**config.mk**
```make
export PLATFORM = sky130hd
export DESIGN_NAME = addr_parser
export DESIGN_NICKNAME = d
export VERILOG_FILES = /design/src/rtl/addr_parser.sv
export SDC_FILE = /design/constraint.sdc
export NUM_CORES = 1
export LEC_CHECK = 0
export BUFFER_PORTS_ARGS = -buffer_cell sky130_fd_sc_hd__buf_2
export CAP_MARGIN = 20
export CORE_AREA = 2 2 68 70
export CTS_CLUSTER_SIZE = 30
export DETAILED_ROUTE_END_ITERATION = 8
export DIE_AREA = 0 0 70 72
export GPL_TIMING_DRIVEN = 0
export HOLD_SLACK_MARGIN = 0.1
export PLACE_DENSITY = 0.73
export SETUP_SLACK_MARGIN = 0.4
export SYNTH_ARGS = -nofsm -noshare
export SYNTH_HDL_FRONTEND = slang
export SYNTH_SLANG_ARGS = --single-unit
```
**constraint.sdc**
```tcl
create_clock -name clk -period 3.9 [get_ports clk]
set_input_delay 0.78 -clock clk [delete_from_list [all_inputs] [get_ports clk]]
set_output_delay 0.78 -clock clk [all_outputs]
set_load 0.005 [all_outputs]
```
**src/rtl/addr_parser.sv**
```systemverilog
// Address header parser: header bytes (start + block), end byte, range check.
// Optional idle timeout in HDR/ENDB when ADDR_PARSER_TIMEOUT_EN is defined.
module addr_parser #(
   parameter int OFFSET_W    = 6,
   parameter int BLOCK_W     = 10,
   parameter int TIMEOUT_CYC = 255
) (
   input  logic                clk,
   input  logic                n_reset,
   input  logic                enable,
   input  logic                byte_valid,
   input  logic [7:0]          addr_byte,
   input  logic                done,
   input  logic                abort,
   output logic [OFFSET_W-1:0] start_address,
   output logic [OFFSET_W-1:0] end_address,
   output logic [BLOCK_W-1:0]  block_address,
   output logic [OFFSET_W:0]   rollover_value,
   output logic                addr_ready,
   output logic                err,
   output logic [1:0]          err_code,
   output logic [2:0]          parser_state
);

   localparam int HDR_BYTES = (OFFSET_W + BLOCK_W + 7) / 8;
   localparam int HDR_W     = HDR_BYTES * 8;
   localparam logic [2:0] LAST_BYTE = 3'(HDR_BYTES - 1);
   localparam logic [OFFSET_W:0] ONE = (OFFSET_W+1)'(1);

   typedef enum logic [2:0] {
      IDLE  = 3'd0,
      HDR   = 3'd1,
      ENDB  = 3'd2,
      CHECK = 3'd3,
      READY = 3'd4,
      ERR   = 3'd5
   } state_t;

   state_t              state_q, state_d;
   logic [2:0]          cnt_q, cnt_d;
   logic [HDR_W-1:0]    hdr_q, hdr_d;
   logic [OFFSET_W-1:0] start_q, start_d;
   logic [OFFSET_W-1:0] end_q, end_d;
   logic [BLOCK_W-1:0]  block_q, block_d;
   logic [1:0]          ecode_q, ecode_d;
`ifdef ADDR_PARSER_TIMEOUT_EN
   logic [15:0]         tmo_q, tmo_d;
`endif

   always_ff @(posedge clk or negedge n_reset) begin
      if (!n_reset) begin
         state_q <= IDLE;
         cnt_q   <= '0;
         hdr_q   <= '0;
         start_q <= '0;
         end_q   <= '0;
         block_q <= '0;
         ecode_q <= '0;
`ifdef ADDR_PARSER_TIMEOUT_EN
         tmo_q   <= '0;
`endif
      end else begin
         state_q <= state_d;
         cnt_q   <= cnt_d;
         hdr_q   <= hdr_d;
         start_q <= start_d;
         end_q   <= end_d;
         block_q <= block_d;
         ecode_q <= ecode_d;
`ifdef ADDR_PARSER_TIMEOUT_EN
         tmo_q   <= tmo_d;
`endif
      end
   end

   always_comb begin
      state_d = state_q;
      cnt_d   = cnt_q;
      hdr_d   = hdr_q;
      start_d = start_q;
      end_d   = end_q;
      block_d = block_q;
      ecode_d = ecode_q;
`ifdef ADDR_PARSER_TIMEOUT_EN
      tmo_d   = tmo_q;
`endif
      unique case (state_q)
         IDLE: begin
            if (enable) begin
               state_d = HDR;
               cnt_d   = '0;
               hdr_d   = '0;
`ifdef ADDR_PARSER_TIMEOUT_EN
               tmo_d   = '0;
`endif
            end
         end
         HDR: begin
            if (byte_valid) begin
               for (int k = 0; k < HDR_BYTES; k++) begin
                  if (cnt_q == 3'(k)) hdr_d[k*8 +: 8] = addr_byte;
               end
               cnt_d = cnt_q + 3'd1;
               if (cnt_q == LAST_BYTE) begin
                  state_d = ENDB;
                  start_d = hdr_d[OFFSET_W-1:0];
                  block_d = hdr_d[OFFSET_W+BLOCK_W-1:OFFSET_W];
               end
            end
         end
         ENDB: begin
            if (byte_valid) begin
               end_d   = addr_byte[OFFSET_W-1:0];
               state_d = CHECK;
            end
         end
         CHECK: begin
            if (end_q < start_q) begin
               state_d = ERR;
               ecode_d = 2'b01;
            end else begin
               state_d = READY;
            end
         end
         READY: if (done) state_d = IDLE;
         ERR:   if (done) state_d = IDLE;
         default: state_d = IDLE;
      endcase
`ifdef ADDR_PARSER_TIMEOUT_EN
      if (state_q == HDR || state_q == ENDB) begin
         tmo_d = byte_valid ? 16'd0 : tmo_q + 16'd1;
         if (!byte_valid && tmo_q == 16'(TIMEOUT_CYC - 1)) begin
            state_d = ERR;
            ecode_d = 2'b10;
         end
      end
`endif
      // abort beats any capture made this cycle
      if (abort && state_q != IDLE) begin
         state_d = IDLE;
         start_d = start_q;
         end_d   = end_q;
         block_d = block_q;
      end
      if (state_d == IDLE) ecode_d = 2'b00;
   end

   always_comb begin
      start_address  = start_q;
      end_address    = end_q;
      block_address  = block_q;
      rollover_value = {1'b0, end_q} - {1'b0, start_q} + ONE;
      addr_ready     = (state_q == READY);
      err            = (state_q == ERR);
      err_code       = ecode_q;
      parser_state   = state_q;
   end

endmodule

```
Yosys cells after proc, flatten, opt, wreduce, memory -nomap -nowiden:

Cells that the tools add are included.

* flip-flop bits (word level): 46

* add/subtract/negate cells: 3
* $lt $le $gt $ge: 1
* equal/unequal tests: 8
* multiplexer cells: 19
* bitwise operators: 1
* reductions and logical operators: 13

Operators by type and width (number)
* 16-bit 2-to-1 mux: 2
* 16-bit one-hot mux with 2 select lines: 1
* 3-bit 2-to-1 mux: 8
* 8-bit 2-to-1 mux: 2
* 3-bit one-hot mux with 5 select lines: 1
* 3-bit zero test: 3
* 7-bit by 1-bit adder with 7-bit output, second input constant: 1
* 6-bit by 6-bit subtractor with 7-bit output: 1
* 3-bit by 1-bit equality test with 1-bit output, second input constant: 2
* 3-bit by 2-bit equality test with 1-bit output, second input constant: 2
* 3-bit equality test, second input constant: 2
* 6-bit less-than comparator: 1
* 2-bit 2-to-1 mux: 3
* 3-bit one-hot mux with 2 select lines: 1
* 3-bit AND reduction: 2
* 2-bit nonzero test: 3
* 2-bit != test, second input constant: 2
* 4-bit AND reduction: 1
* 3-bit by 1-bit adder with 3-bit output, second input constant: 1
* 3-bit nonzero test: 1
* 2-bit AND reduction: 1
* 2-bit OR reduction: 1
* 1-bit logical AND: 1
* 1-bit 2-to-1 mux: 1
* 1-bit inverter: 1

Depth between registers and ports, before layout:

Gate-level depths: netlist of run 1.

* depth after elaboration: 8
* gate-level depth with buffers: 10
* mapped depth without buffers: 10

Least setup slack after synthesis of run 1:

OpenSTA, ideal clock, no wires.

* path type: flip-flop to output port
* start point: register start_q[1] (netlist: start_address[1])
* end point: output port rollover_value[5]
* arrival time: 1730 ps
* data required time: 3120 ps
* slack: 1390 ps
* cell stages (with the launch flop): 11
* cell sequence: dfrtp_1 > inv_1 > ha_1 > inv_1 > ha_1 > inv_1 > fa_1 > inv_1 > a21o_1 > a21oi_1 > xor2_1

* cells in the longest elaborated chain, start to end: 2

RTL lines
* start: declaration: line 42 `logic [OFFSET_W-1:0] start_q, start_d;`
* start signal: assignment: line 66 `start_q <= start_d;`
* 6-bit by 6-bit subtractor with 7-bit output: line 152 `rollover_value = {1'b0, end_q} - {1'b0, start_q} + ONE;`
* 7-bit by 1-bit adder with 7-bit output: line 152
* end: declaration: line 18 `output logic [OFFSET_W:0] rollover_value,`

Every way passes these cells.

Worst setup path in the final report of run 1:

* start point: register start_q[2] (netlist: start_address[2])
* end point: output port rollover_value[6]

Same word-level chain as after synthesis.

==> results of run 1 <==
-- registers in the layout, indices dropped and copies added (netlist names) --
signal	cells
err_code	1
end_address	6
parser_state	3
cnt_q	3
hdr_q	8
start_address	6
block_address	10
-- final timing paths --
path                                  start                end  slack [ns]  cells after the start
setup / recovery           start_address[2]  rollover_value[6]        0.87                      9
hold / removal             block_address[7]   block_address[7]        0.49                      1
setup reg to reg                   cnt_q[0]           hdr_q[7]        2.02                      7
hold reg to reg            block_address[7]   block_address[7]        0.49                      1
max in group asynchronous           n_reset    parser_state[1]        2.82                      1
min in group asynchronous           n_reset           cnt_q[0]        0.57                      1
-- per-layer routing --
metal  GRT usage  vias up  share of wire  wire (um)
met2       0.297       39           0.49       2020
met5           0        -              0          0
met4      0.0620        0          0.013         52
met3      0.0347        5          0.042        173
met1       0.235      743           0.46       1900
li1            -      753              -          -
-- final cells by class --
type,instances,area share
flip-flops and latches,37,0.375
multi-input cells,122,0.405
clock inverters,2,0.0152
inverters,21,0.0319
repair buffers,47,0.0953
plain buffers,6,0.0177
well taps,52,0.0264
clock buffers,6,0.0335
-- cells in the final DEF (no fill, tap or decap), drive strengths merged, types with 7 or more instances in the layout --
master  count
nand2       7
nor2       14
mux2i       8
inv        21
mux2       14
a22o       11
ha         16
dfrtp      37
a21oi      12
buf        53
-- where the power goes --
part | switching, W | internal, W | leakage (nW)
sequential | 0.000142 | 0.000564 | 0.463
combinational | 0.000560 | 0.000577 | 0.788
clock | 0.000139 | 0.000208 | 0.0574
total | 0.000841 | 0.00135 | 1.31
-- critical path: stages (launching register included) --
cell	delay, ns
dfrtp_1	0.39
inv_1	0.06
ha_1	0.33
ha_1	0.31
a21o_1	0.19
a21o_1	0.20
a21oi_1	0.15
o21bai_1	0.09
xnor2_1	0.12
buf_2	0.12
-- cell families (layout without fill, tap and decap cells) --
family / after synthesis / in the layout / share of synthesized area
compound gates: 39 / 39 / 0.129
flops: 37 / 37 / 0.452
simple gates: 37 / 37 / 0.0971
buf+inv: 27 / 82 / 0.0599
mux: 22 / 22 / 0.116
fa+ha+maj: 19 / 19 / 0.127
xor+xnor: 4 / 4 / 0.0171
other cells: 1 / 1 / 0.00183
-- metrics by stage --
stage,power [W],instances
3_5_place_dp,0.00186,285
6_report,0.00219,293
4_1_cts,0.00221,293
5_1_grt,0.00240,293
3_3_place_gp,0.00182,285
2_1_floorplan,0.00145,186
==> flow_summary.json, run 1 <==
{
  "final_layout_size_suffix_gt1_frac": 0.311,
  "fin_crit_sh": 0.777,
  "synth_top_cell_by_area": "dfrtp_1",
  "clock_latency_ns": 0.29,
  "grt_pass1_vias": 1487,
  "cts_tree": "yes",
  "drcViolationCount": 0,
  "grt_pass1_wl_um": 7060,
  "synth_area_leaders": "dfrtp_1 (45%), ha_1 (9.8%), mux2_2 (5.5%)",
  "arrival_ns": 2.25,
  "power_density_mw_per_mm2": 887,
  "io_buffers": 47,
  "grt_max_degree": 38,
  "io_pins": 50,
  "timing.hold.ws_ns": 0.487,
  "synth_cell_type_count": 38,
  "drtAntennaViolNets": 0,
  "cts_hold_buffers": 0,
  "synth_common_cells": "dfrtp_1 (37), inv_1 (21), ha_1 (16)",
  "dr.pass1.iters": 4,
  "post_cts_resized": 0,
  "worstPathMaxFanout": 3,
  "syn_inst": 186,
  "vias_per_cell": 5.26,
  "grtUsageTotal": 0.178,
  "htreeDepth": 2,
  "cts_setup_buffers": 0,
  "setup_tns_ns": 0,
  "fin_area_mm2": 0.00247,
  "wire_per_inst_um": 14.2,
  "clockBufferDepth": 2,
  "setup_viol": 0,
  "holdCritPathClass": "reg2reg",
  "synth_seq_cells": 37,
  "rsz0062_at_grt": "no",
  "leakage_nw": 1.31,
  "grt-ovfl-total": 0,
  "synth_top_area_frac": 0.452,
  "slew_violations": 0,
  "diodes": 0,
  "status": "finished, final reports clean",
  "fill_cells": 368,
  "cp-start-kind": "flop",
  "slew-limit-headroom": 0.465,
  "start_util": 0.480,
  "placed_area_mm2": 0.00235,
  "multi_input_area_um2": 1000,
  "crit_required_ns": 3.12,
  "end_kind": "output pin",
  "hold_viol_final": 0,
  "drt_iter0_drc": 42,
  "wl_um": 4150,
  "layout_setup_ws_ns": 0.869,
  "path_class": "reg2out",
  "place_congestion": 0.758,
  "netlist_area_mm2": 0.00205,
  "final_core_util": 0.579,
  "syn2layout_area_growth_pct": 20.5,
  "clock_sinks": 37,
  "fmax_mhz": 330,
  "period_minus_slack_ns": 3.03,
  "synthFlopType": "dfrtp_1",
  "async_reset_ff_frac": 1.00,
  "grt_antenna_before_repair": 0,
  "cts_buffers": 5,
  "dieWidth_um": 70,
  "finalClockSkew_ns": 0.00701,
  "clkTransAtPathRegs_ns": 0.08,
  "die_area_mm2": 0.00504,
  "detailed_place_hpwl_um": 3080,
  "synth.most_common_cell": "dfrtp_1",
  "vias": 1540,
  "regArea_um2": 926,
  "ys_seq_area_frac": 0.452,
  "placementRows": 24,
  "core_mm2": 0.00426,
  "cap_viol_max_count": 0,
  "place_ws_ns": 1.16,
  "synth_edf_count": 0,
  "peakVddDrop_mv": 0.460,
  "yosys_warnings": 0,
  "syn_nets": 219,
  "max_slew.worst_pin.slew_ns": 0.803,
  "avgSynthCellArea_um2": 11.0,
  "die_y_um": 72,
  "cts-root-buf": "clkbuf_8",
  "nNetsFinal": 273
}
(Power assumes the default switching activity.)
==> inputs of run 2 (changes only) <==
Clock period 3.9 ns to 2.85 ns, I/O delays scaled along.
==> run 2 against run 1 <==
Effect of this change:
- worst hold slack got worse by 0.13 ns
- sequential power grew 37%
- die area is the same
- non-clock buffer count up 12
- register-to-register slack lost 1.1 ns
- utilization grew 3.9 points
- global-route usage grew 0.84 points
- critical path type unchanged
- largest cell class unchanged
- largest power group unchanged
- highest routed layer unchanged
==> flow_summary.json, run 2 (same netlist as run 1, synthesis figures left out) <==
{
  "drt_iter0_drc": 54,
  "path_class": "reg2out",
  "fin_crit_sh": 0.941,
  "final_cell_mix": "buf_2 (49), dfrtp_1 (37), inv_1 (15)",
  "wl_um": 4370,
  "busiest_layer": "met2",
  "cp-start-kind": "flop",
  "cap_viol_max_count": 0,
  "leakage_nw": 1.36,
  "max_slew.worst_pin.slew_ns": 0.804,
  "htreeDepth": 2,
  "timing.hold.ws_ns": 0.360,
  "final_core_util": 0.618,
  "cp_common_cell": "buf_6",
  "syn2layout_area_growth_pct": 28.6,
  "place_congestion": 0.758,
  "path_depth": 10,
  "crit_chain": "buf_6 > buf_6 > ha_4 > buf_4 > fa_2 > inv_1 > a21o_1 > a21oi_2 > xor2_1 > buf_2",
  "grtUsageTotal": 0.186,
  "largest_register_ffs": 10,
  "io_pins": 50,
  "final_layout_size_suffix_gt1_frac": 0.399,
  "detailed_place_hpwl_um": 3080,
  "start_util": 0.480,
  "fill_cells": 351,
  "vias_per_cell": 5.22,
  "die_area_mm2": 0.00504,
  "grt_antenna_before_repair": 0,
  "crit_required_ns": 2.28,
  "end_kind": "output pin",
  "clock_sinks": 37,
  "setup_tns_ns": 0,
  "clock_latency_ns": 0.29,
  "clockBufferDepth": 2,
  "core_mm2": 0.00426,
  "setup_viol": 0,
  "grt_pass1_vias": 1561,
  "cts_tree": "yes",
  "critical_path.top_delay_family": "buffers and inverters",
  "grt_pass1_wl_um": 7380,
  "peakVddDrop_mv": 0.638,
  "diodes": 0,
  "use_met2": 0.315,
  "placementRows": 24,
  "cts_buffers": 5,
  "dieWidth_um": 70,
  "grt_util_met1": 0.242,
  "fmax_mhz": 373,
  "slew_violations": 0,
  "path_buf_inv": 5,
  "finalClockSkew_ns": 0.00702,
  "wire_per_inst_um": 14.3,
  "arrival_ns": 2.11,
  "period_minus_slack_ns": 2.68,
  "cts_hold_buffers": 0,
  "worstPathMaxFanout": 2,
  "rsz0062_at_grt": "yes",
  "grt-ovfl-total": 0,
  "hold_viol_final": 0,
  "status": "finished, final reports clean",
  "reg2reg_depth": 7,
  "slowest_stage": "dfrtp_1",
  "dr.pass1.iters": 4,
  "critPathMaxStageDelay_ns": 0.41,
  "grt_max_degree": 38,
  "die_y_um": 72,
  "grt.met3_usage": 0.0361,
  "drtAntennaViolNets": 0,
  "clkTransAtPathRegs_ns": 0.08,
  "io_buffers": 47,
  "holdCritPathClass": "in2async",
  "slew-limit-headroom": 0.464,
  "nNetsFinal": 285,
  "cts-root-buf": "clkbuf_8",
  "power_density_mw_per_mm2": 1260,
  "layout_commonest_cell": "buf_2",
  "vias": 1591,
  "drcViolationCount": 0
}
[run 2: worst register-to-register path, cell delays in order (launching register included)]
cell and delay [ns]:
dfrtp_1 0.41, inv_1 0.09, ha_1 0.19, nand2b_1 0.06, buf_2 0.28, nor2_1 0.07
o21ai_1 0.49, a22o_1 0.23
[run 2: area by class of cell]
| cell class | count | area (um^2) | share of cell area |
|---|---|---|---|
| buffer | 6 | 43.8 | 0.0166 |
| clock buffer | 6 | 82.6 | 0.0314 |
| clock inverter | 2 | 37.5 | 0.0143 |
| inverter | 21 | 83.8 | 0.0318 |
| multi-input combinational | 122 | 1060 | 0.403 |
| sequential | 37 | 926 | 0.352 |
| tap | 52 | 65.1 | 0.0247 |
| timing repair buffer | 59 | 333 | 0.126 |
[run 2: path summary, 6_finish.rpt]
path	start	endpoint	slack [ns]
min in group clk	block_address[7]	block_address[7]	0.49
setup / recovery	start_address[1]	rollover_value[5]	0.17
hold reg to reg	block_address[7]	block_address[7]	0.49
max in group asynchronous	n_reset	parser_state[1]	1.97
hold / removal	n_reset	cnt_q[0]	0.36
setup reg to reg	cnt_q[0]	hdr_q[1]	0.97
[run 2: timing repair]
item                       4_1_cts  5_1_grt
resized for setup               14        5
pin swaps                        9        2
setup endpoints to repair        5        5
setup buffers                   11        1
[run 2: routing by layer]
layer | routed length (um) | part of all wire | vias up
met5 | 0 | 0 | -
met4 | 56 | 0.013 | 0
met3 | 156 | 0.036 | 5
met2 | 2150 | 0.49 | 35
met1 | 2020 | 0.46 | 777
li1 | - | - | 774
[run 2: power by group]
part,switching (W),leakage (nW),internal (W),total [W]
sequential,0.000195,0.463,0.000771,0.000966
clock,0.000188,0.0574,0.000284,0.000472
combinational,0.000869,0.844,0.00100,0.00187
total,0.00125,1.36,0.00206,0.00331
[run 2: through the flow]
step                power (W)  std cells  instance area [um^2]  setup WS (ns)
finish                0.00331        305                  2630          0.168
global route          0.00360        305                  2630         0.0490
CTS                   0.00327        304                  2610          0.132
detailed placement    0.00254        285                  2350          0.315
global placement      0.00249        285                  2350          0.354
floorplan             0.00198        186                  2050          0.550
